## src/rtl/wb_port_arbiter.sv

```systemverilog
// wb_port_arbiter: merges ALU and load write-backs into the register file's single write port.
// Two 2-entry FIFOs feed one registered write stage and drive a per-register pending bitmap.
// Build option: define WB_RR_EN for round-robin arbitration; otherwise the ALU (A) has fixed priority.

module wb_port_fifo #(
    parameter int D_SIZE = 32
) (
    input  logic              clk,
    input  logic              rst_n,
    input  logic              push_i,
    input  logic [2:0]        dest_i,
    input  logic [D_SIZE-1:0] data_i,
    input  logic              pop_i,
    output logic              ready_o,
    output logic              empty_o,
    output logic [2:0]        head_dest_o,
    output logic [D_SIZE-1:0] head_data_o,
    output logic [7:0]        mask_o
);
    logic [2:0]        dest_q [2];
    logic [D_SIZE-1:0] data_q [2];
    logic              rd_q, rd_d;
    logic              wr_q, wr_d;
    logic [1:0]        cnt_q, cnt_d;
    logic [1:0]        live;

    assign ready_o     = cnt_q != 2'd2;
    assign empty_o     = cnt_q == 2'd0;
    assign head_dest_o = dest_q[rd_q];
    assign head_data_o = data_q[rd_q];

    // Pointer/count next state and the one-hot destinations of the entries currently held.
    always_comb begin
        rd_d    = rd_q ^ pop_i;
        wr_d    = wr_q ^ push_i;
        cnt_d   = cnt_q + {1'b0, push_i} - {1'b0, pop_i};
        live[0] = (cnt_q == 2'd2) | ((cnt_q == 2'd1) & ~rd_q);
        live[1] = (cnt_q == 2'd2) | ((cnt_q == 2'd1) & rd_q);
        mask_o  = (live[0] ? 8'b1 << dest_q[0] : 8'd0) | (live[1] ? 8'b1 << dest_q[1] : 8'd0);
    end

    // Storage and pointers; reset discards all contents.
    always_ff @(posedge clk or negedge rst_n) begin
        if (!rst_n) begin
            rd_q      <= 1'b0;
            wr_q      <= 1'b0;
            cnt_q     <= 2'd0;
            dest_q[0] <= 3'd0;
            dest_q[1] <= 3'd0;
            data_q[0] <= '0;
            data_q[1] <= '0;
        end else begin
            rd_q  <= rd_d;
            wr_q  <= wr_d;
            cnt_q <= cnt_d;
            if (push_i) begin
                dest_q[wr_q] <= dest_i;
                data_q[wr_q] <= data_i;
            end
        end
    end
endmodule

module wb_port_arbiter #(
    parameter int D_SIZE = 32
) (
    input  logic              clk,
    input  logic              rst_n,
    input  logic              a_valid,
    output logic              a_ready,
    input  logic [2:0]        a_dest,
    input  logic [D_SIZE-1:0] a_data,
    input  logic              b_valid,
    output logic              b_ready,
    input  logic [2:0]        b_dest,
    input  logic [D_SIZE-1:0] b_data,
    output logic              r2_write_en,
    output logic [2:0]        r2_destination,
    output logic [D_SIZE-1:0] write_back,
    output logic [7:0]        pending
);
    logic              a_empty, b_empty, grant_a, grant_b;
    logic [2:0]        a_hdest, b_hdest;
    logic [D_SIZE-1:0] a_hdata, b_hdata;
    logic [7:0]        a_mask, b_mask;
    logic              en_q, en_d;
    logic [2:0]        dest_q, dest_d;
    logic [D_SIZE-1:0] data_q, data_d;

    wb_port_fifo #(.D_SIZE(D_SIZE)) u_fifo_a (
        .clk(clk), .rst_n(rst_n), .push_i(a_valid & a_ready), .dest_i(a_dest), .data_i(a_data),
        .pop_i(grant_a), .ready_o(a_ready), .empty_o(a_empty), .head_dest_o(a_hdest),
        .head_data_o(a_hdata), .mask_o(a_mask)
    );

    wb_port_fifo #(.D_SIZE(D_SIZE)) u_fifo_b (
        .clk(clk), .rst_n(rst_n), .push_i(b_valid & b_ready), .dest_i(b_dest), .data_i(b_data),
        .pop_i(grant_b), .ready_o(b_ready), .empty_o(b_empty), .head_dest_o(b_hdest),
        .head_data_o(b_hdata), .mask_o(b_mask)
    );

`ifdef WB_RR_EN
    logic rr_q, rr_d;

    // Round-robin: the pointer (0 = A) breaks ties and flips to the other producer after any grant.
    always_comb begin
        grant_a = ~a_empty & (b_empty | ~rr_q);
        grant_b = ~b_empty & (a_empty | rr_q);
        rr_d    = grant_a ? 1'b1 : grant_b ? 1'b0 : rr_q;
    end

    // Tie-break pointer register.
    always_ff @(posedge clk or negedge rst_n) begin
        if (!rst_n) rr_q <= 1'b0;
        else        rr_q <= rr_d;
    end
`else
    // Fixed priority: A wins whenever its FIFO has an entry.
    always_comb begin
        grant_a = ~a_empty;
        grant_b = a_empty & ~b_empty;
    end
`endif

    // Output stage loads the granted head; without a grant only the enable drops.
    always_comb begin
        en_d   = grant_a | grant_b;
        dest_d = grant_a ? a_hdest : grant_b ? b_hdest : dest_q;
        data_d = grant_a ? a_hdata : grant_b ? b_hdata : data_q;
    end

    // Registered write port; reset discards any in-flight write at once.
    always_ff @(posedge clk or negedge rst_n) begin
        if (!rst_n) begin
            en_q   <= 1'b0;
            dest_q <= 3'd0;
            data_q <= '0;
        end else begin
            en_q   <= en_d;
            dest_q <= dest_d;
            data_q <= data_d;
        end
    end

    assign r2_write_en    = en_q;
    assign r2_destination = dest_q;
    assign write_back     = data_q;
    assign pending        = a_mask | b_mask | (en_q ? 8'b1 << dest_q : 8'd0);
endmodule

```

## config.mk

```make
export PLATFORM = sky130hd
export DESIGN_NAME = wb_port_arbiter
export DESIGN_NICKNAME = d
export VERILOG_FILES = /design/src/rtl/wb_port_arbiter.sv
export SDC_FILE = /design/constraint.sdc
export NUM_CORES = 1
export LEC_CHECK = 0
export ABC_AREA = 1
export BUFFER_PORTS_ARGS = -buffer_cell sky130_fd_sc_hd__buf_2
export CAP_MARGIN = 40
export CORE_MARGIN = 2
export CORE_UTILIZATION = 50
export CTS_BUF_LIST = sky130_fd_sc_hd__clkbuf_8
export DETAILED_ROUTE_END_ITERATION = 8
export GPL_TIMING_DRIVEN = 1
export HOLD_SLACK_MARGIN = 0.1
export MAX_ROUTING_LAYER = met4
export PLACE_DENSITY = 0.77
export SYNTH_ARGS = -nofsm -noshare
export SYNTH_HDL_FRONTEND = slang
export SYNTH_SLANG_ARGS = --single-unit
```

## constraint.sdc

```tcl
create_clock -name clk -period 2.2 [get_ports clk]
set_clock_uncertainty 0.1 [all_clocks]
set_input_delay 0.11 -clock clk [delete_from_list [all_inputs] [get_ports clk]]
set_output_delay 0.11 -clock clk [all_outputs]
set_load 0.01 [all_outputs]
```

Word level (Yosys, flattened, before mapping)
Cells that the tools add are included.
{ "totals": {"reg_bits": 184, "latch_bits": 0, "mem_bits_rw": 0, "rom_bits": 0, "elab_cells": 104, "memories": 0} }
{ "op_classes": {"addsub": 4, "multipliers": 0, "div": 0, "n_lt_le_gt_ge": 6, "eq_ne": 7, "shift": 5, "mux": 33, "n_bitwise": 28, "reduce_logical": 4} }
{ "op_table": {"columns": ["op", "n"], "rows": [
  ["32-bit 2-to-1 mux", 10],
  ["64-bit bitwise mux", 2],
  ["32-bit demux with 1-bit select", 2],
  ["8-bit 2-to-1 mux", 5],
  ["1-bit by 3-bit left shift with 8-bit output, first input constant", 5],
  ["8-bit OR", 4],
  ["3-bit 2-to-1 mux", 10],
  ["6-bit bitwise mux", 2],
  ["2-bit greater-or-equal comparator, second input constant", 4],
  ["1-bit NOT with 2-bit output", 4],
  ["1-bit bitwise AND", 7],
  ["3-bit demux with 1-bit select", 2],
  ["1-bit OR", 5],
  ["2-bit by 1-bit adder with 2-bit output", 2],
  ["2-bit by 1-bit equality test with 1-bit output, second input constant", 2],
  ["2-bit equality test, second input constant", 2],
  ["2-bit zero test", 2],
  ["2-bit by 1-bit less-than comparator with 1-bit output, second input constant", 2],
  ["2-bit inequality test, second input constant", 2],
  ["1-bit NOT", 4],
  ["2-bit by 1-bit subtractor with 2-bit output", 2],
  ["1-bit XOR", 4],
  ["1-bit logical AND", 2],
  ["2-bit by 1-bit inequality test with 1-bit output, second input constant", 1]
]} }

Longest topological paths before layout
{ "depth": {"depth_word": 7, "depth_mapped": 9, "mapped_depth_nobuf": 8} }

Modules after synthesis
A second synthesis with hierarchy kept.
{ "hier_totals": {"hier_cells": 994, "hier_area_um2": 8852.2} }
{ "modules_own_cells": {"columns": ["mod", "instances", "cells_per_inst", "area_each_um2", "seq_area_each_um2"], "rows": [
  ["wb_port_fifo", 2, 379, 3474.6, 1851.8],
  ["wb_port_arbiter", 1, 236, 1903.1, 900.9]
]} }

Least setup slack after synthesis
No wires, ideal clock.
{ "synth_path": {"path_type": "register -> register", "start": "register u_fifo_a.cnt_q[0]", "end": "register u_fifo_b.cnt_q[1]", "t_arrival_ns": 1.587, "path_slack_ns": 0.434, "stages_incl_launch_ff": 10, "n_path_buf": 1, "synth_period_minus_slack_ns": 1.766, "cell_sequence": "dfrtp_1 -> inv_1 -> nand2_2 -> nor2_4 -> buf_6 -> ha_1 -> inv_1 -> ha_1 -> xnor2_1 -> xor2_1"} }
{ "synth_via": {"elab_chain_len": 3} }
{ "synth_lines": {"columns": ["element", "line", "rtl"], "rows": [
  ["start: declaration", "24", "logic [1:0] cnt_q, cnt_d;"],
  ["start signal: assignment", "55", "cnt_q <= cnt_d;"],
  ["2-bit zero test", "28", "assign empty_o = cnt_q == 2'd0;"],
  ["1-bit bitwise AND", "121", "grant_b = a_empty & ~b_empty;"],
  ["2-bit by 1-bit subtractor with 2-bit output", "36", "cnt_d = cnt_q + {1'b0, push_i} - {1'b0, pop_i};"],
  ["net u_fifo_b.cnt_d[1]", "24", null],
  ["end signal: assignment", "55", null],
  ["end: declaration", "24", null]
]} }
The timed path passes the listed nets, and every way through them passes these cells.
A chain may end at the register's enable or synchronous reset.

Final worst setup path
{ "layout_path": {"start": "register u_fifo_a.cnt_q[1]", "end": "output port pending[5]"} }
{ "layout_via": {"elab_chain_len": 7, "word_cells_on_any_way": 11} }
{ "layout_lines": {"columns": ["element", "line", "rtl"], "rows": [
  ["2-bit by 1-bit equality test with 1-bit output", "37, 38", null],
  ["1-bit bitwise AND, on equally long branches", "37, 38", null],
  ["1-bit OR, on equally long branches", "37, 38", null],
  ["8-bit 2-to-1 mux", "39", "mask_o = (live[0] ? 8'b1 << dest_q[0] : 8'd0) | (live[1] ? 8'b1 << dest_q[1] : 8'd0);"],
  ["8-bit OR *", "39", null],
  ["8-bit OR * (2 in series)", "148", "assign pending = a_mask | b_mask | (en_q ? 8'b1 << dest_q : 8'd0);"],
  ["end: declaration", "80", "output logic [7:0] pending"]
]} }
Mark *: on every way between the ends. The rest lies on a longest branch, timed or not.

==> impl.org <==
** Clock network
- The number of clock buffers added by TritonCTS is 17.
- The tree built by TritonCTS fans out to 184 sinks.
- H-Tree Depth :: 4
- Clock-pin slew was measured on the worst setup and hold paths at 90 ps.
- TritonCTS built the clock tree.
- Maximum buffer depth of the clock tree :: 2
- The root buffer cell chosen for the clock tree is sky130_fd_sc_hd__clkbuf_8.
- The clock reaches the later pin of the worst-skew pair after 460 ps.

** Floorplan
- The die is 134 µm wide.
- Number of cell rows :: 47
- The die is 134 µm tall.
- Area enclosed by the die boundary :: 18,000 µm²
- Count of pins on the block boundary :: 120
- The total area inside the core boundary comes to 16,600 µm².
- Once the floorplan was initialized, standard cells occupied 51.1% of the core.

** Global routing
- Entering global routing, the biggest net connects 64 pins.
- Global-route wire length before repair :: 32,600 µm
- For this run the aggregate overflow at the end of global routing stands at 0.
- Initial antenna violation count :: 0
- Vias in the first global route :: 6,406
- Tot GR Track Use :: 23.9%

** Critical path
- Reg-to-reg critical path endpoint :: u_fifo_a.data_q[15]
- The worst register-to-register path begins at u_fifo_a.cnt_q[0].
- Arrival time of data at the critical path endpoint :: 1820 ps
- In this run the worst path has a maximum fanout of 8.
- The setup path with the least slack is of type flop to output pin.
- Sort of element at the end of the critical path :: output pin
- Counting cells, the worst reg-to-reg path comes to 5.
- Setup slack of the worst register-to-register path :: 300 ps
- Type of origin of the critical path :: flop
- WP data required :: 1990 ps

** Yosys
- After synthesis, the largest family of logic cells by area is simple AND/OR/NAND/NOR gates.
- Distinct cell type count of the synthesized netlist :: 26
- Synthesis produced 942 cells.
- Yosys mapped a number of flops with a built-in enable equal to 0.
- Yosys attributes the largest share of cell area to sky130_fd_sc_hd__dfrtp_1, sky130_fd_sc_hd__nand2_1, sky130_fd_sc_hd__mux2_2.
- Cell area after synthesis :: 8480 µm²
- Area fraction of the dominant cell type after synthesis :: 54.3%
- The largest total area in the synthesized netlist belongs to sky130_fd_sc_hd__dfrtp_1.
- Main synth FF type :: sky130_fd_sc_hd__dfrtp_1
- Counting flops with an async set or reset pin after synthesis yields a share of 100%.
- After synthesis, the mean cell area works out to 9.00 µm².
- Synthesized-area fraction occupied by adder cells :: 0.886%
- The number of nets in the synthesized netlist is 1,022.
- The synthesized design contains 184 register bits.
- The synthesized netlist devotes 16.6% of its cell area to simple gates.
- Synthesis warning total :: 0
- Post-synthesis mux area share :: 8.50%
- Summing the areas of all xor and xnor instances in the mapped netlist gives 0.413% of the synthesized area.
- The synthesized netlist devotes 11.3% of its cell area to compound gates.
- Sequential area share after synthesis :: 54.3%

** Timing
- The number of pins with negative max-slew slack in the final report came to 0.
- Setup violations remaining at the end of the flow were counted as 0.
- The worst path uses 92.1% of the clock period.
- In the final timing run, aggregate negative setup slack is 0 ps.
- Worst-case hold slack :: 89.6 ps
- The number of endpoints with negative hold slack in the final report is 0.
- Fmax :: 0.493 GHz
- Unrepaired setup endpoints after global routing :: no
- For the pin with the worst max-slew slack, the measured transition is 585 ps.
- The routed design could run at a clock period as short as 2030 ps.
- Max-slew headroom :: 61.0%

** Drt
- The first detailed-routing pass ran for 5 iterations.
- In the routed design, unresolved DRC markers number 0.
- In the final routed layout, each cell accounts on average for 14.8 µm.
- Count of antenna-violating nets left after detailed routing :: 0
- The detailed router finished its first iteration with 516 violations.
- Number of vias after detailed routing :: 6,911
- The routed design has 20,100 µm of wire.
- Post-DR vias/cell :: 5.10

** Placed design
- Placed wire-length estimate :: 14,100 µm
- Count of buffers inserted at the top-level ports :: 119
- Routability-driven placement finished with a final weighted congestion of 0.871.

** Pwr
- Of the total power, combinational logic draws 40.2%.
- Of the total power, registers draw 44.0%.
- Worst IR drop on VDD :: 0.000598 V
- Summed over all nets, the switching power comes to 5.36 mW.
- Clock share of power :: 15.8%
- Internal portion of total power :: 8.32 mW
- The analysis attributes to cell leakage a power of 4.99 nW.
- Pwr per Cell Area :: 1320 nW/µm²
- Sw frac :: 39.2%

** Hold path
- Worst min path class :: input pin to asynchronous set/reset pin

** Layout
- 0 antenna diodes ended up in the layout.
- Filler instances :: 1,390
- Final net count :: 1,202
- Synthesis-to-layout area growth :: 22.1%
- The post-route netlist has 21.5% of its cells at a drive strength greater than 1.

** Job
- Max-cap violations in this run came to 0.

** Run status
- The flow ran to the end, and the final reports show no timing, DRC or antenna violations.
[power groups by stage]
stage	logic [mW]	registers, mW	clock network (mW)
floorplan	3.80	5.93	0
global placement	5.16	5.99	0
detailed placement	5.36	6.06	0
CTS	5.48	6.00	2.18
global route	6.22	6.21	2.33
finish	5.50	6.02	2.15
[synth_stat cells (6+ instances only)]
cell / instances
sky130_fd_sc_hd__buf_2: 20
sky130_fd_sc_hd__nor2_1: 23
sky130_fd_sc_hd__inv_1: 101
sky130_fd_sc_hd__nand2_1: 258
sky130_fd_sc_hd__nor3_1: 14
sky130_fd_sc_hd__a21oi_1: 41
sky130_fd_sc_hd__nand3_1: 44
sky130_fd_sc_hd__buf_6: 10
sky130_fd_sc_hd__mux2_2: 64
sky130_fd_sc_hd__o21ai_0: 118
sky130_fd_sc_hd__clkbuf_1: 13
sky130_fd_sc_hd__o21ai_1: 24
sky130_fd_sc_hd__dfrtp_1: 184
sky130_fd_sc_hd__ha_1: 6
[kinds of logic (layout without fill, tap and decap cells)]
| family | after synthesis | in the layout |
|---|---|---|
| simple gates | 345 | 345 |
| compound gates | 188 | 188 |
| flops | 184 | 184 |
| buf+inv | 151 | 344 |
| mux | 64 | 64 |
| fa+ha+maj | 6 | 6 |
| xor+xnor | 4 | 4 |
[flip-flops by register name (all words and copies together), names as in the netlist]
signal,count
u_fifo_b.cnt_q,2
u_fifo_b.data_q,64
u_fifo_a.dest_q,6
u_fifo_a.rd_q,1
u_fifo_a.cnt_q,2
u_fifo_b.dest_q,6
u_fifo_a.data_q,64
r2_destination,3
u_fifo_b.wr_q,1
u_fifo_a.wr_q,1
write_back,32
u_fifo_b.rd_q,1
r2_write_en,1
[worst max path at each step]
stage | startpoint | to | slack, ps | cells past startpoint
final | u_fifo_a.cnt_q[1] | pending[5] | 170 | 6
after global routing | u_fifo_a.cnt_q[1] | pending[5] | 60 | 6
after CTS | u_fifo_a.cnt_q[0] | pending[5] | 9 | 8
after detailed placement | u_fifo_a.cnt_q[0] | u_fifo_a.data_q[12] | 360 | 5
after global placement | u_fifo_b.cnt_q[0] | u_fifo_b.data_q[12] | 440 | 7
after floorplan | u_fifo_a.cnt_q[0] | u_fifo_b.cnt_q[1] | 430 | 9
[critical path, stage by stage (launching register included)]
cell                      delay (ps)
sky130_fd_sc_hd__dfrtp_1         470
sky130_fd_sc_hd__inv_1           140
sky130_fd_sc_hd__nand3_1         240
sky130_fd_sc_hd__a21oi_1         270
sky130_fd_sc_hd__nor2_1           70
sky130_fd_sc_hd__nand2_1          50
sky130_fd_sc_hd__buf_2           120
[per-stage QoR]
stage | power [mW] | util [%] | instance area (µm²) | std cells | setup WS [ps]
after floorplan | 9.74 | - | 8480 | 942 | 434
after global placement | 11.1 | 55.7 | 9240 | 1250 | 436
after detailed placement | 11.4 | 55.7 | 9240 | 1250 | 356
after CTS | 13.7 | 62.4 | 10300 | 1355 | 8.76
after global routing | 14.8 | 62.4 | 10400 | 1355 | 59.7
final | 13.7 | 62.4 | 10400 | 1355 | 173
[timing repair]
item | CTS | global route
resized for setup | 0 | 2
setup endpoints to repair | 0 | 8
hold buffers | 73 | 0
buffers inserted | 0 | 0
endpoints found under the hold margin | 327 | 0
[per-layer routing]
| metal | part of all wire, % | track usage [%] | wire length (µm) |
|---|---|---|---|
| met1 | 46 | 34.2 | 9330 |
| met2 | 46 | 35.4 | 9220 |
| met3 | 6.1 | 4.08 | 1220 |
| met4 | 1.7 | 6.78 | 338 |
| met5 | 0 | - | 0 |
[final cells by class]
| type | instances | area, µm² | share of cell area [%] |
|---|---|---|---|
| clock buffer | 22 | 303 | 2.92 |
| clock inverter | 10 | 77.6 | 0.749 |
| inverter | 103 | 389 | 3.76 |
| multi-input combinational | 607 | 3200 | 31.0 |
| sequential | 184 | 4610 | 44.5 |
| tap | 220 | 275 | 2.66 |
| timing repair buffer | 209 | 1500 | 14.5 |
[cell usage in the layout, fill, tap and decap left out, types with 2 or more instances in the layout]
master,n
sky130_fd_sc_hd__nor2_1,23
sky130_fd_sc_hd__o211ai_1,4
sky130_fd_sc_hd__o21ai_0,118
sky130_fd_sc_hd__mux2_2,64
sky130_fd_sc_hd__ha_2,4
sky130_fd_sc_hd__buf_4,14
sky130_fd_sc_hd__dfrtp_1,183
sky130_fd_sc_hd__buf_12,3
sky130_fd_sc_hd__buf_2,118
sky130_fd_sc_hd__nand3_1,44
sky130_fd_sc_hd__dlygate4sd3_1,73
sky130_fd_sc_hd__nand2_1,256
sky130_fd_sc_hd__a21oi_1,41
sky130_fd_sc_hd__nor3_1,14
sky130_fd_sc_hd__nor2_4,3
sky130_fd_sc_hd__nand2_2,3
sky130_fd_sc_hd__o21ai_1,24
sky130_fd_sc_hd__ha_1,2
sky130_fd_sc_hd__clkinv_2,4
sky130_fd_sc_hd__xor2_1,3
sky130_fd_sc_hd__inv_1,104
sky130_fd_sc_hd__clkbuf_8,22
No activity file was read; power rests on OpenSTA's default activity.
